[src/rtl/div_monitor_pkg.sv]
// rtl/div_monitor_pkg.sv - FSM encoding and default sizing shared by div_monitor
package div_monitor_pkg;

  typedef enum logic [1:0] {IDLE, ARM, MEAS_A, MEAS_B} state_t;

  localparam int DEF_CNT_W    = 8;
  localparam int DEF_EXP_PAIR = 11;
  localparam int DEF_LOCK_CNT = 4;

endpackage

[src/rtl/div_monitor_sync_edge.sv]
// rtl/div_monitor_sync_edge.sv - two-flop synchronizer with registered rise/fall detect
module sync_edge (
  input  logic clk,
  input  logic rst,
  input  logic din,
  output logic rise,
  output logic fall
);

  logic s1, s2, s3;

  // s3 is the history flop; edges are judged on the already-synchronized s2
  always_ff @(posedge clk or posedge rst) begin
    if (rst) begin
      s1   <= 1'b0;
      s2   <= 1'b0;
      s3   <= 1'b0;
      rise <= 1'b0;
      fall <= 1'b0;
    end else begin
      s1   <= din;
      s2   <= s1;
      s3   <= s2;
      rise <= s2 & ~s3;
      fall <= ~s2 & s3;
    end
  end

endmodule

[src/rtl/div_monitor.sv]
// rtl/div_monitor.sv - measures period/high time of a half-integer divided clock and tracks ratio lock
module div_monitor
  import div_monitor_pkg::*;
#(
  parameter int CNT_W    = DEF_CNT_W,
  parameter int EXP_PAIR = DEF_EXP_PAIR,
  parameter int LOCK_CNT = DEF_LOCK_CNT
) (
  input  logic             clk_in,
  input  logic             rst,
  input  logic             enable,
  input  logic             div_in,
  input  logic             err_clr,
  output logic [CNT_W-1:0] period_out,
  output logic [CNT_W-1:0] high_out,
  output logic [CNT_W:0]   pair_out,
  output logic             meas_valid,
  output logic             lock,
  output logic             err_ratio,
  output logic             err_timeout
);

  localparam int PAIR_W  = CNT_W + 1;
  localparam int MATCH_W = $clog2(LOCK_CNT + 1);
  localparam logic [CNT_W-1:0]   CNT_MAX    = '1;
  localparam logic [CNT_W-1:0]   CNT_ONE    = CNT_W'(1);
  localparam logic [PAIR_W-1:0]  PAIR_EXP   = PAIR_W'(EXP_PAIR);
  localparam logic [MATCH_W-1:0] MATCH_FULL = MATCH_W'(LOCK_CNT);

  state_t             state;
  logic               rise, fall, in_high, measuring;
  logic [CNT_W-1:0]   period_cnt, high_cnt, stored;
  logic [MATCH_W-1:0] match_cnt;
  logic [PAIR_W-1:0]  pair_sum;

  sync_edge u_sync (
    .clk  (clk_in),
    .rst  (rst),
    .din  (div_in),
    .rise (rise),
    .fall (fall)
  );

  assign measuring = (state == MEAS_A) || (state == MEAS_B);
  assign pair_sum  = {1'b0, stored} + {1'b0, period_cnt};

  always_ff @(posedge clk_in or posedge rst) begin
    if (rst) begin
      state       <= IDLE;
      period_cnt  <= '0;
      high_cnt    <= '0;
      stored      <= '0;
      match_cnt   <= '0;
      in_high     <= 1'b0;
      period_out  <= '0;
      high_out    <= '0;
      pair_out    <= '0;
      meas_valid  <= 1'b0;
      lock        <= 1'b0;
      err_ratio   <= 1'b0;
      err_timeout <= 1'b0;
    end else begin
      meas_valid <= 1'b0;
      if (err_clr) begin
        err_ratio   <= 1'b0;
        err_timeout <= 1'b0;
      end
      if (!enable) begin
        state      <= IDLE;
        period_cnt <= '0;
        high_cnt   <= '0;
        stored     <= '0;
        match_cnt  <= '0;
        in_high    <= 1'b0;
        lock       <= 1'b0;
      end else begin
        lock <= (match_cnt == MATCH_FULL);
        if (rise) begin
          period_cnt <= CNT_ONE;
          high_cnt   <= CNT_ONE;
          in_high    <= 1'b1;
        end else begin
          if (measuring && period_cnt != CNT_MAX) period_cnt <= period_cnt + CNT_ONE;
          if (fall) in_high <= 1'b0;
          else if (in_high && high_cnt != CNT_MAX) high_cnt <= high_cnt + CNT_ONE;
        end
        // later assignments below override the generic counter/lock updates above
        case (state)
          IDLE: state <= ARM;
          ARM:  if (rise) state <= MEAS_A;
          MEAS_A, MEAS_B: begin
            if (rise) begin
              period_out <= period_cnt;
              high_out   <= high_cnt;
              meas_valid <= 1'b1;
              if (state == MEAS_A) begin
                stored <= period_cnt;
                state  <= MEAS_B;
              end else begin
                pair_out <= pair_sum;
                state    <= MEAS_A;
                if (pair_sum == PAIR_EXP) begin
                  if (match_cnt != MATCH_FULL) match_cnt <= match_cnt + MATCH_W'(1);
                end else begin
                  match_cnt <= '0;
                  lock      <= 1'b0;
                  err_ratio <= 1'b1;
                end
              end
            end else if (period_cnt == CNT_MAX) begin
              err_timeout <= 1'b1;
              lock        <= 1'b0;
              match_cnt   <= '0;
              period_cnt  <= '0;
              state       <= ARM;
            end
          end
          default: state <= IDLE;
        endcase
      end
    end
  end

endmodule

[config.mk]
export PLATFORM = sky130hd
export DESIGN_NAME = div_monitor
export DESIGN_NICKNAME = d
export VERILOG_FILES = /design/src/rtl/div_monitor_pkg.sv /design/src/rtl/div_monitor_sync_edge.sv /design/src/rtl/div_monitor.sv
export SDC_FILE = /design/constraint.sdc
export NUM_CORES = 1
export LEC_CHECK = 0
export ABC_AREA = 1
export BUFFER_PORTS_ARGS = -buffer_cell sky130_fd_sc_hd__buf_2
export CORE_UTILIZATION = 53
export CTS_CLUSTER_DIAMETER = 150
export DETAILED_ROUTE_END_ITERATION = 10
export HOLD_SLACK_MARGIN = 0.03
export PLACE_DENSITY = 0.77
export SYNTH_ARGS = -nofsm -noshare
export SYNTH_HDL_FRONTEND = slang
export SYNTH_SLANG_ARGS = --single-unit
[constraint.sdc]
create_clock -name clk_in -period 2 [get_ports clk_in]
set_input_delay 0.4 -clock clk_in [delete_from_list [all_inputs] [get_ports clk_in]]
set_output_delay 0.4 -clock clk_in [all_outputs]
set_load 0.01 [all_outputs]
; Word level (Yosys, flattened, before mapping)
; Cells that the tools add are included.
[word_totals]
input_bits = 5
latchBits = 0
mem_bits_ro = 0
ff_bits = 64
ram_bits = 0
output_inout_bits = 29
mem_count = 0
[op_classes]
add_sub_neg = 4
n_div = 0
mux = 50
multipliers = 0
reduce_logical = 11
shifts = 0
n_bitwise = 5
n_eq_ne = 20
magnitude_cmp = 0
[ops]
columns = op, n
row1 = 8-bit 2-to-1 mux, 14
row2 = 1-bit 2-to-1 mux, 24
row3 = 3-bit 2-to-1 mux, 7
row4 = 8-bit by 1-bit adder with 8-bit output (second input constant), 2
row5 = 8-bit != test (second input constant), 2
row6 = 8-bit by 8-bit adder with 9-bit output, 1
row7 = 9-bit by 4-bit == test with 1-bit output (second input constant), 1
row8 = 3-bit by 1-bit != test with 1-bit output (second input constant), 3
row9 = 8-bit == test (second input constant), 1
row10 = 2-bit 2-to-1 mux, 4
row11 = 4-bit AND reduction, 2
row12 = 2-bit by 1-bit != test with 1-bit output (second input constant), 3
row13 = 3-bit by 2-bit != test with 1-bit output (second input constant), 2
row14 = 3-bit != test (second input constant), 2
row15 = 2-bit one-hot mux with 3 select lines, 1
row16 = 3-bit AND reduction, 2
row17 = 2-bit == test (second input constant), 2
row18 = 4-bit by 3-bit != test with 1-bit output (second input constant), 1
row19 = 4-bit != test (second input constant), 1
row20 = 2-bit AND reduction, 2
row21 = 3-bit by 1-bit adder with 3-bit output (second input constant), 1
row22 = 3-bit == test (second input constant), 1
row23 = 1-bit NOT, 3
row24 = 1-bit AND, 2
row25 = 5 further kinds, 6

; Logic depth before layout (Yosys ltp)
; Gate-level depths: netlist of the first run.
[logic_depth]
word_depth = 9
depth_mapped = 17
ltp_nobuf = 17

; Hierarchy
; A second synthesis of the first run with hierarchy kept.
[unflattened]
hier_cells = 373
hier_area_um2 = 3138.0
[modules_own_cells]
columns = mod, area_per_inst_um2, cells_each, instances, seq_area_each_um2
row1 = div_monitor, 2994.1, 363, 1, 1476.4
row2 = sync_edge, 143.9, 10, 1, 125.1

; Worst setup path before layout of the first run
; OpenSTA, ideal clock, no wires.
[synth_timing]
kind = reg2reg
startpoint = reg period_cnt[0]
endpoint = reg match_cnt[0]
arrival_time_ps = 1932
setup_slack_ps = -45
t_required_ps = 1887
path_stages_with_launch = 16
cell_sequence = dfrtp_1 -> ha_1 -> inv_1 -> fa_1 -> inv_1 -> nand2_1 -> nor2_1 -> nand3_1 -> nor2_1 -> nand2_2 -> nor2_4 -> nand3_4 -> nand2_2 -> nand2_1 -> nand2_1 -> inv_1
[synth_via]
elab_chain_cells = 7
word_cells_on_any_way = 11
[synth_rtl]
columns = element, line_no
row1 = from (decl), div_monitor.sv:32  ; logic [CNT_W-1:0] period_cnt, high_cnt, stored;
row2 = from (signal assigned), div_monitor.sv:83  ; if (measuring && period_cnt != CNT_MAX) period_cnt <= period_cnt + CNT_ONE;
row3 = 8-bit by 8-bit adder with 9-bit output, div_monitor.sv:45  ; assign pair_sum = {1'b0, stored} + {1'b0, period_cnt};
row4 = 9-bit by 4-bit == test with 1-bit output, div_monitor.sv:102  ; if (pair_sum == PAIR_EXP) begin
row5 = 3-bit 2-to-1 mux, div_monitor.sv:102
row6 = 3-bit 2-to-1 mux, div_monitor.sv:96  ; if (state == MEAS_A) begin
row7 = 3-bit 2-to-1 mux, div_monitor.sv:92  ; if (rise) begin
row8 = 3-bit 2-to-1 mux, div_monitor.sv:88  ; case (state)
row9 = 3-bit 2-to-1 mux, div_monitor.sv:68  ; if (!enable) begin
row10 = to (signal assigned), div_monitor.sv:103  ; if (match_cnt != MATCH_FULL) match_cnt <= match_cnt + MATCH_W'(1);
row11 = to (decl), div_monitor.sv:33  ; logic [MATCH_W-1:0] match_cnt;
; Parallel ways exist; a longest one is shown, timed or not. The select of a mux whose other input is x is not followed.
; A chain may end at the register's enable or synchronous reset.

; Worst setup path after layout of the first run
; Ends and elaborated chain as after synthesis.

==> impl_metrics.csv, run 1 <==
group,metric,value,unit
status,status,"finished, violations left",
status,failed_checks,"negative setup slack",
placement,place_congestion,0.775,
yosys,ys_seq_area_share,48.4,%
clocking,clock_latency,0.35,ns
timing,rsz0062_at_grt,"true",
timing,tns,-0.418,ns
detailed_routing,vias,2795,
critical_path,required,2.23,ns
critical_path,startpoint_type,"register",
global_routing,grt_pass1_wl,12200,microns
placement,post-dp-hpwl,5210,microns
timing,layout_min_cycle_time,2.17,ns
critical_path,critPathArrivalTime,2.40,ns
worst_hold_path,hold_class,"in -> reg",
detailed_routing,drtAntennaViolNets,0,
critical_path,critPathMaxFanout,4,
floorplanning,io_pins,34,
clocking,clock_path_buffers,2,
floorplanning,core_region_area,0.00596,sq mm
clocking,ctsRootBufferMaster,"clkbuf_8",
yosys,yosysUniqueCellTypes,37,
timing,finalHoldViolCount,0,
timing,slew_headroom,56.5,%
placement,place_inst,521,
cells_and_area,diodes,0,
detailed_routing,dr.first_iter.drc_count,147,
floorplanning,start_util,55.6,%
floorplanning,die_h,81.0,microns
clocking,htreeDepth,3,
clocking,cts_tree,"done",
global_routing,track_usage,25.0,%
detailed_routing,drc_errors,0,
yosys,synth_edf_count,0,
yosys,synth_most_common_cell,"nand2_1",
global_routing,grt_pass1_vias,2772,
detailed_routing,drtPass1Iterations,4,
clocking,cts_buffers,9,
yosys,synth.top_cell.area_share,48.4,%
yosys,synth_cells,392,
yosys,synth_nets,410,
yosys,ys_top_cells_by_area,"dfrtp_1 (48%), nand2_1 (11%), inv_1 (6.1%)",
timing,tightest_slew,0.649,ns
global_routing,grt_max_degree,32,
yosys,synth_common_cells,"nand2_1 (96), dfrtp_1 (64), inv_1 (54), nand3_1 (26), o21ai_0 (25)",
critical_path,critical_path_class,"reg -> reg",
power_and_ir_drop,max-vdd-ir-drop,485,uV
detailed_routing,wl_met3,202,microns
detailed_routing,met1Wirelength,3240,microns
detailed_routing,drt-wirelength-per-cell,13.4,microns
floorplanning,rows,28,
floorplanning,die_area,0.00657,sq mm
timing,fmax,0.461,GHz
yosys,synth_area_per_cell,8.45,sq um
timing,fin_ws,-0.170,ns
clocking,clkTransAtPathRegs,0.07,ns
yosys,yosys_warnings,0,
cells_and_area,fill_cells,488,
power_and_ir_drop,p_per_area,690,mW/mm^2
run,drv_cap,0,
cells_and_area,multi_input_area,0.00153,sq mm
clocking,cts.sinks,64,
global_routing,overflow,0,
timing,slew_viol_final,0,
detailed_routing,top_layer,"met4",
yosys,synth.ff_latch_count,64,
global_routing,antenna_found_initial,0,
yosys,synthFlopType,"dfrtp_1",
cells_and_area,instances_no_fill,542,
power_and_ir_drop,power.leakage,2.07,nW
yosys,async_reset_ff_share,100,%
cells_and_area,fin_nets,480,
cells_and_area,seqCellArea,0.00160,sq mm
cells_and_area,syn_to_final_growth,22.8,%
yosys,netlist_area,0.00331,sq mm
timing,final-setup-viol-count,4,
floorplanning,fp.dieW,81.0,microns
timing,hold_ws,0.160,ns
cells_and_area,drive_above_1_share,27.8,%
critical_path,end_kind,"register",
detailed_routing,wl,7280,microns
yosys,yosysTopAreaCell,"dfrtp_1",
timing,clock_skew,0.0100,ns
placement,port_buffers,33,
detailed_routing,met2RoutedLength,3730,microns
timing,fin_crit_sh,109,%
detailed_routing,vias_per_cell,5.16,
## metal layers
metal,vias up,global-route usage [%]
li1,1416,-
met1,1333,30.1
met2,38,42.8
met3,8,5.51
met4,0,11.1
met5,-,0
## layout by cell type, fill, tap and decap left out, types with 2 or more instances in the layout
| master | netlist | final |
|---|---|---|
| inv_2 | 3 | 7 |
| clkbuf_8 | 0 | 13 |
| o21ai_1 | 7 | 7 |
| o211ai_1 | 2 | 2 |
| dfrtp_1 | 64 | 64 |
| clkinv_1 | 2 | 2 |
| xor2_1 | 2 | 2 |
| nand2_4 | 1 | 3 |
| o22ai_1 | 8 | 8 |
| a31oi_1 | 3 | 3 |
| nor2_1 | 23 | 20 |
| nor2_4 | 3 | 3 |
| nand2_1 | 96 | 92 |
| o21ai_0 | 25 | 25 |
| a21oi_1 | 15 | 14 |
| inv_1 | 54 | 50 |
| nand2_2 | 13 | 15 |
| a21oi_2 | 2 | 3 |
| nand3_2 | 5 | 8 |
| nand3_1 | 26 | 23 |
| ha_1 | 12 | 10 |
| buf_2 | 1 | 33 |
| buf_4 | 0 | 28 |
| nor2_2 | 1 | 4 |
| nand4_1 | 5 | 5 |
| ha_2 | 0 | 2 |
| nor3_1 | 4 | 4 |
## layout make-up
class                   count  area share [%]
clock inverters             2           0.862
inverters                  59            5.45
well taps                  75            2.31
flip-flops and latches     64            39.4
multi-input cells         265            37.5
repair buffers             63            9.97
clock buffers              14            4.49
## power by group
part | internal [mW] | total, mW | switching (mW) | leakage [nW]
clock | 0.711 | 1.20 | 0.493 | 0.113
sequential | 1.34 | 1.36 | 0.0267 | 0.876
combinational | 0.0863 | 0.238 | 0.152 | 1.08
## metrics by stage
stage	setup slack, ns	cell area (sq um)	total power, mW	utilization, %
finish	-0.170	4070	2.81	68.3
global route	-0.270	4070	2.90	68.3
CTS	-0.142	4000	2.82	67.2
detailed placement	-0.159	3760	1.62	63.1
global placement	-0.0599	3760	1.61	63.1
floorplan	-0.0222	3310	1.52	-
## worst max-delay path, cell delays in order (launching register included)
cell     delay [ns]
dfrtp_1        0.40
ha_2           0.20
inv_2          0.05
fa_2           0.44
inv_2          0.07
nand2_2        0.05
nor2_2         0.09
nand3_1        0.08
nor2_1         0.12
nand2_2        0.08
nor2_4         0.12
nand3_4        0.11
nand2_4        0.09
nand2_1        0.05
nand2_1        0.06
inv_1          0.04
## what timing repair did
item,in CTS,in global routing
hold endpoints to repair,9,0
gates resized for setup,8,10
pin swaps,8,8
buffers inserted,0,4
setup endpoints to repair,4,9
hold buffers,1,0
## state kept, by name, summed over array words and instances, names as in the netlist
register     count
err_ratio        1
err_timeout      1
high_cnt         8
high_out         8
in_high          1
lock             1
match_cnt        3
meas_valid       1
pair_out         9
period_cnt       8
period_out       8
state            2
stored           8
u_sync.fall      1
u_sync.rise      1
u_sync.s1        1
u_sync.s2        1
u_sync.s3        1
## cells by family after synthesis
group,synth area share (%)
simple gates,27.0
compound gates,11.8
flops,48.4
buf+inv,7.18
fa+ha+maj,5.14
xor+xnor,0.529
## path summary, 6_finish.rpt
check	slack, ns	cells after the start	startpoint	end
worst max-delay path	-0.17	15	period_cnt[0]	match_cnt[0]
max in group asynchronous	0.98	4	rst	period_cnt[5]
worst min register to register	0.37	0	u_sync.s1	u_sync.s2
worst min-delay path	0.16	1	div_in	u_sync.s1
worst max register to register	-0.17	15	period_cnt[0]	match_cnt[0]
min in group asynchronous	0.52	3	rst	period_cnt[0]
Power figures use the tool's default switching activity.
==> run 2, diff against run 1 <==
--- a/config.mk
+++ b/config.mk
@@ -12,6 +12,7 @@
 export DETAILED_ROUTE_END_ITERATION = 10
 export HOLD_SLACK_MARGIN = 0.03
 export PLACE_DENSITY = 0.77
+export SETUP_SLACK_MARGIN = 0.02
 export SYNTH_ARGS = -nofsm -noshare
 export SYNTH_HDL_FRONTEND = slang
 export SYNTH_SLANG_ARGS = --single-unit
==> run 2 against run 1 <==
The flow still finishes with violations (negative setup slack). Combinational power barely moved. Clock skew did not move. Clock-buffer cell count fell by 2. Non-clock buffer count fell by 3. Wire length rose by 1.2%. Worst hold slack got worse by 0.091 ns. Cell count fell by 0.74%. Via count rose by 1.6%. Critical endpoint unchanged. Largest power group unchanged. Highest routed layer unchanged.
==> impl_metrics.csv, run 2 (same netlist as run 1, synthesis figures left out) <==
group,metric,value,unit
worst_hold_path,hold_class,"in -> async",
timing,layout_min_cycle_time,2.11,ns
detailed_routing,wl,7370,microns
detailed_routing,vias,2840,
timing,tightest_slew,0.679,ns
critical_path,startpoint_type,"register",
run,drv_cap,0,
global_routing,grt_use_met1,30.0,%
floorplanning,io_pins,34,
timing,slew_headroom,54.5,%
detailed_routing,dr.first_iter.drc_count,201,
cells_and_area,final_util,67.2,%
cells_and_area,largest_reg_flops,9,
global_routing,busiest_layer,"met2",
critical_path,critical_path_class,"reg -> reg",
cells_and_area,fin_nets,477,
floorplanning,die_area,0.00657,sq mm
placement,post-dp-hpwl,5460,microns
critical_path,end_kind,"register",
detailed_routing,drc_errors,0,
floorplanning,fp.dieW,81.0,microns
global_routing,grt_max_degree,32,
detailed_routing,drt-wirelength-per-cell,13.7,microns
floorplanning,die_h,81.0,microns
clocking,clkTransAtPathRegs,0.07,ns
cells_and_area,final_cell_mix,"nand2_1 (92), dfrtp_1 (64), inv_1 (50)",
placement,port_buffers,33,
critical_path,critPathArrivalTime,2.36,ns
critical_path,required,2.25,ns
clocking,cts_tree,"done",
global_routing,antenna_found_initial,0,
clocking,clock_latency,0.35,ns
timing,finalHoldViolCount,0,
detailed_routing,vias_per_cell,5.28,
timing,final-setup-viol-count,4,
cells_and_area,diodes,0,
global_routing,grt_pass1_vias,2786,
detailed_routing,drtPass1Iterations,4,
power_and_ir_drop,power.leakage,2.03,nW
timing,fmax,0.473,GHz
global_routing,track_usage,25.3,%
timing,fin_ws,-0.115,ns
power_and_ir_drop,max-vdd-ir-drop,547,uV
clocking,ctsRootBufferMaster,"clkbuf_8",
timing,slew_viol_final,0,
timing,clock_skew,0.0100,ns
clocking,clock_path_buffers,2,
cells_and_area,drive_above_1_share,27.2,%
clocking,hold_buffers,0,
placement,place_congestion,0.822,
global_routing,overflow,0,
floorplanning,rows,28,
global_routing,grt_pass1_wl,12400,microns
timing,rsz0062_at_grt,"true",
critical_path,critPathMaxFanout,4,
floorplanning,start_util,55.6,%
floorplanning,core_region_area,0.00596,sq mm
global_routing,use_met2,45.0,%
clocking,cts_buffers,9,
cells_and_area,regMostFlops,"pair_out",
status,failed_checks,"negative setup slack",
power_and_ir_drop,p_per_area,652,mW/mm^2
cells_and_area,syn_to_final_growth,20.8,%
status,status,"finished, violations left",
clocking,htreeDepth,3,
cells_and_area,final_common_cell,"nand2_1",
clocking,cts.sinks,64,
power_and_ir_drop,p_total,2.61,mW
timing,fin_crit_sh,106,%
global_routing,grtUsageMet3,5.84,%
detailed_routing,drtAntennaViolNets,0,
[run 2: cell types whose count changed in the layout (fill, tap and decap cells not counted), sizes merged]
cell         before  now
buf              62   60
bufinv            1    0
clkbuf           14   12
clkinv            3    4
clkinvlp          0    2
dlygate4sd3       1    0
inv              57   56
[run 2: metrics by stage]
step                      hold slack, ns  instance area (sq um)  setup slack [ns]  instances  setup TNS, ns
after CTS                         0.0783                   3960            -0.102        537         -0.265
final                             0.0697                   4000            -0.115        538         -0.205
after global placement             0.346                   3750           -0.0581        520        -0.0729
after floorplan                    0.331                   3320           -0.0222        392        -0.0222
after detailed placement           0.345                   3750            -0.179        520         -0.474
after global routing               0.103                   4000            -0.244        538         -0.722
[run 2: power by group]
group | internal, mW | leakage (nW) | total, mW | switching, mW
Clock | 0.506 | 0.0882 | 1.01 | 0.499
Combinational | 0.0826 | 1.07 | 0.235 | 0.153
Sequential | 1.34 | 0.876 | 1.37 | 0.0274
[run 2: worst paths after layout]
| path | cells past startpoint | slack, ns | start | end |
|---|---|---|---|---|
| max | 15 | -0.11 | period_cnt[0] | match_cnt[0] |
| min reg2reg | 0 | 0.36 | u_sync.s1 | u_sync.s2 |
| max reg2reg | 15 | -0.11 | period_cnt[0] | match_cnt[0] |
| min | 2 | 0.07 | rst | period_cnt[3] |
| max in group asynchronous | 3 | 1.37 | rst | match_cnt[2] |
| min in group clk_in | 1 | 0.15 | div_in | u_sync.s1 |
[run 2: timing repair]
item	in CTS	in global routing
endpoints found under the hold margin	0	0
setup buffers	2	1
setup endpoints to repair	5	9
resized for setup	7	11
pin swaps	7	8
[run 2: metal layers]
metal  wire length (microns)  up-vias  part of all wire [%]
met5                       0        -                     0
met4                     155        0                   2.1
met3                     197       12                   2.7
met2                    3810       51                    52
met1                    3210     1369                    43
li1                        -     1408                     -
[run 2: worst max-delay path: stages (launching register included)]
cell and delay (ns):
dfrtp_1 0.38, ha_2 0.19, inv_2 0.05, fa_2 0.44
inv_2 0.07, nand2_2 0.05, nor2_2 0.10, nand3_1 0.08
nor2_1 0.11, nand2_2 0.08, nor2_4 0.12, nand3_4 0.11
nand2_4 0.10, nand2_2 0.05, nand2_1 0.06, inv_1 0.04
[run 2: final cells by class]
cell class              instances  area (sq um)
repair buffers                 60           380
clock buffers                  12           155
fillers                       494          1960
clock inverters                 3          17.5
multi-input cells             265          1530
flip-flops and latches         64          1600
inverters                      59           225
well taps                      75          93.8
==> run 3, diff against run 2 <==
--- a/config.mk
+++ b/config.mk
@@ -7,11 +7,12 @@
 export LEC_CHECK = 0
 export ABC_AREA = 1
 export BUFFER_PORTS_ARGS = -buffer_cell sky130_fd_sc_hd__buf_2
-export CORE_UTILIZATION = 53
+export CORE_UTILIZATION = 55
+export CTS_BUF_LIST = sky130_fd_sc_hd__clkbuf_2 sky130_fd_sc_hd__clkbuf_4 sky130_fd_sc_hd__clkbuf_8
 export CTS_CLUSTER_DIAMETER = 150
 export DETAILED_ROUTE_END_ITERATION = 10
 export HOLD_SLACK_MARGIN = 0.03
-export PLACE_DENSITY = 0.77
+export PLACE_DENSITY = 0.79
 export SETUP_SLACK_MARGIN = 0.02
 export SYNTH_ARGS = -nofsm -noshare
 export SYNTH_HDL_FRONTEND = slang
==> run 3 against run 2 <==
The run still ends with negative setup slack left. Cell area decreased by 0.47%. Register-to-register slack improved by 0.02 ns. Total power decreased by 0.60%. Critical path type unchanged. Critical endpoint is now match_cnt[2].
==> impl_metrics.csv, run 3 (same netlist as run 1, synthesis figures left out) <==
group,metric,value,unit
detailed_routing,wl_met3,255,microns
power_and_ir_drop,max-vdd-ir-drop,500,uV
detailed_routing,vias_per_cell,5.36,
run,drv_cap,0,
detailed_routing,top_layer,"met4",
clocking,clock_latency,0.34,ns
timing,finalHoldViolCount,0,
floorplanning,io_pins,34,
detailed_routing,drtAntennaViolNets,0,
timing,layout_min_cycle_time,2.10,ns
floorplanning,die_area,0.00633,sq mm
global_routing,track_usage,26.0,%
floorplanning,rows,27,
global_routing,antenna_found_initial,0,
clocking,cts_tree,"done",
clocking,clock_path_buffers,2,
status,failed_checks,"negative setup slack",
power_and_ir_drop,p_total,2.59,mW
critical_path,end_kind,"register",
floorplanning,die_h,79.6,microns
placement,port_buffers,33,
detailed_routing,met2RoutedLength,3610,microns
cells_and_area,final_cell_mix,"nand2_1 (90), dfrtp_1 (64), inv_1 (50)",
cells_and_area,drive_above_1_share,27.6,%
critical_path,critPathMaxFanout,3,
timing,fmax,0.477,GHz
timing,fin_ws,-0.0966,ns
placement,place_congestion,0.841,
power_and_ir_drop,p_per_area,651,mW/mm^2
detailed_routing,drc_errors,0,
cells_and_area,regMostFlops,"pair_out",
timing,fin_crit_sh,105,%
timing,rsz0062_at_grt,"true",
floorplanning,core_region_area,0.00564,sq mm
cells_and_area,final_common_cell,"nand2_1",
detailed_routing,vias,2850,
cells_and_area,syn_to_final_growth,20.3,%
critical_path,critical_path_class,"reg -> reg",
global_routing,overflow,0,
global_routing,grt_pass1_wl,12600,microns
timing,slew_viol_final,0,
floorplanning,start_util,58.7,%
detailed_routing,dr.first_iter.drc_count,161,
clocking,clkTransAtPathRegs,0.07,ns
floorplanning,fp.dieW,79.6,microns
status,status,"finished, violations left",
global_routing,grt_pass1_vias,2864,
detailed_routing,drt-wirelength-per-cell,13.6,microns
cells_and_area,fin_nets,474,
global_routing,grt_max_degree,65,
critical_path,critPathArrivalTime,2.38,ns
timing,final-setup-viol-count,3,
detailed_routing,met1Wirelength,3210,microns
clocking,cts_buffers,9,
placement,post-dp-hpwl,5190,microns
power_and_ir_drop,power.leakage,2.02,nW
worst_hold_path,hold_class,"in -> async",
clocking,cts.sinks,64,
cells_and_area,final_util,70.6,%
critical_path,startpoint_type,"register",
cells_and_area,diodes,0,
timing,clock_skew,0.00647,ns
detailed_routing,wl,7230,microns
clocking,ctsRootBufferMaster,"clkbuf_8",
cells_and_area,largest_reg_flops,9,
critical_path,required,2.28,ns
timing,tightest_slew,0.635,ns
timing,slew_headroom,57.4,%
detailed_routing,drtPass1Iterations,4,
clocking,htreeDepth,3,
[run 3: cell types whose count changed in the layout (fill, tap and decap cells not counted), sizes merged]
cell / change
buf: -3
[run 3: critical path, cell delays in order (launching register included)]
cell and delay [ns]:
dfrtp_1 0.38, ha_2 0.20, inv_2 0.05, fa_2 0.43, inv_2 0.07, nand2_2 0.05
nor2_2 0.10, buf_4 0.12, nand3_2 0.06, nor2_2 0.10, nand3_2 0.12, nor2_2 0.16
nand4_1 0.11, nand2_1 0.09
[run 3: power breakdown]
group	leakage [nW]	switching [mW]	internal [mW]	total, mW
Combinational	1.05	0.151	0.0785	0.230
Clock	0.0917	0.476	0.520	0.996
Sequential	0.876	0.0265	1.34	1.36
Total	2.02	0.654	1.94	2.59
[run 3: final cells by class]
| type | instances | area [sq um] |
|---|---|---|
| inverter | 59 | 225 |
| clock buffer | 12 | 159 |
| multi-input combinational | 265 | 1530 |
| timing repair buffer | 57 | 358 |
| sequential | 64 | 1600 |
| clock inverter | 3 | 17.5 |
| tap | 72 | 90.1 |
| fill | 437 | 1660 |
[run 3: final timing paths]
| kind | start | end | slack [ns] | cells after the start |
|---|---|---|---|---|
| worst max-delay path | period_cnt[0] | match_cnt[2] | -0.1 | 13 |
| worst min-delay path | rst | period_out[3] | 0.15 | 3 |
| worst max register to register | period_cnt[0] | match_cnt[2] | -0.1 | 13 |
| worst min register to register | u_sync.s1 | u_sync.s2 | 0.36 | 0 |
| max in group asynchronous | rst | pair_out[0] | 1.58 | 3 |
| min in group clk_in | div_in | u_sync.s1 | 0.16 | 1 |
[run 3: repair_timing]
item                       4_1_cts  5_1_grt
buffers inserted                 0        1
setup endpoints to repair        4       10
hold buffers                     0        0
pin swaps                        7        3
resized for setup               11        9
[run 3: per-stage QoR]
step	setup WS, ns	TNS (ns)	hold slack [ns]	instances	instance area, sq um
2_1_floorplan	-0.0222	-0.0222	0.331	392	3320
3_3_place_gp	-0.0619	-0.0714	0.349	516	3740
3_5_place_dp	-0.160	-0.335	0.347	516	3740
4_1_cts	-0.0810	-0.178	0.150	531	3950
5_1_grt	-0.225	-0.713	0.149	532	3980
6_report	-0.0966	-0.261	0.147	532	3980
[run 3: metal layers]
layer  vias up  global-route usage, %
met3        20                   6.97
met2        60                   43.3
met1      1371                   31.3
met5         -                      0
met4         0                   11.8
li1       1399                      -
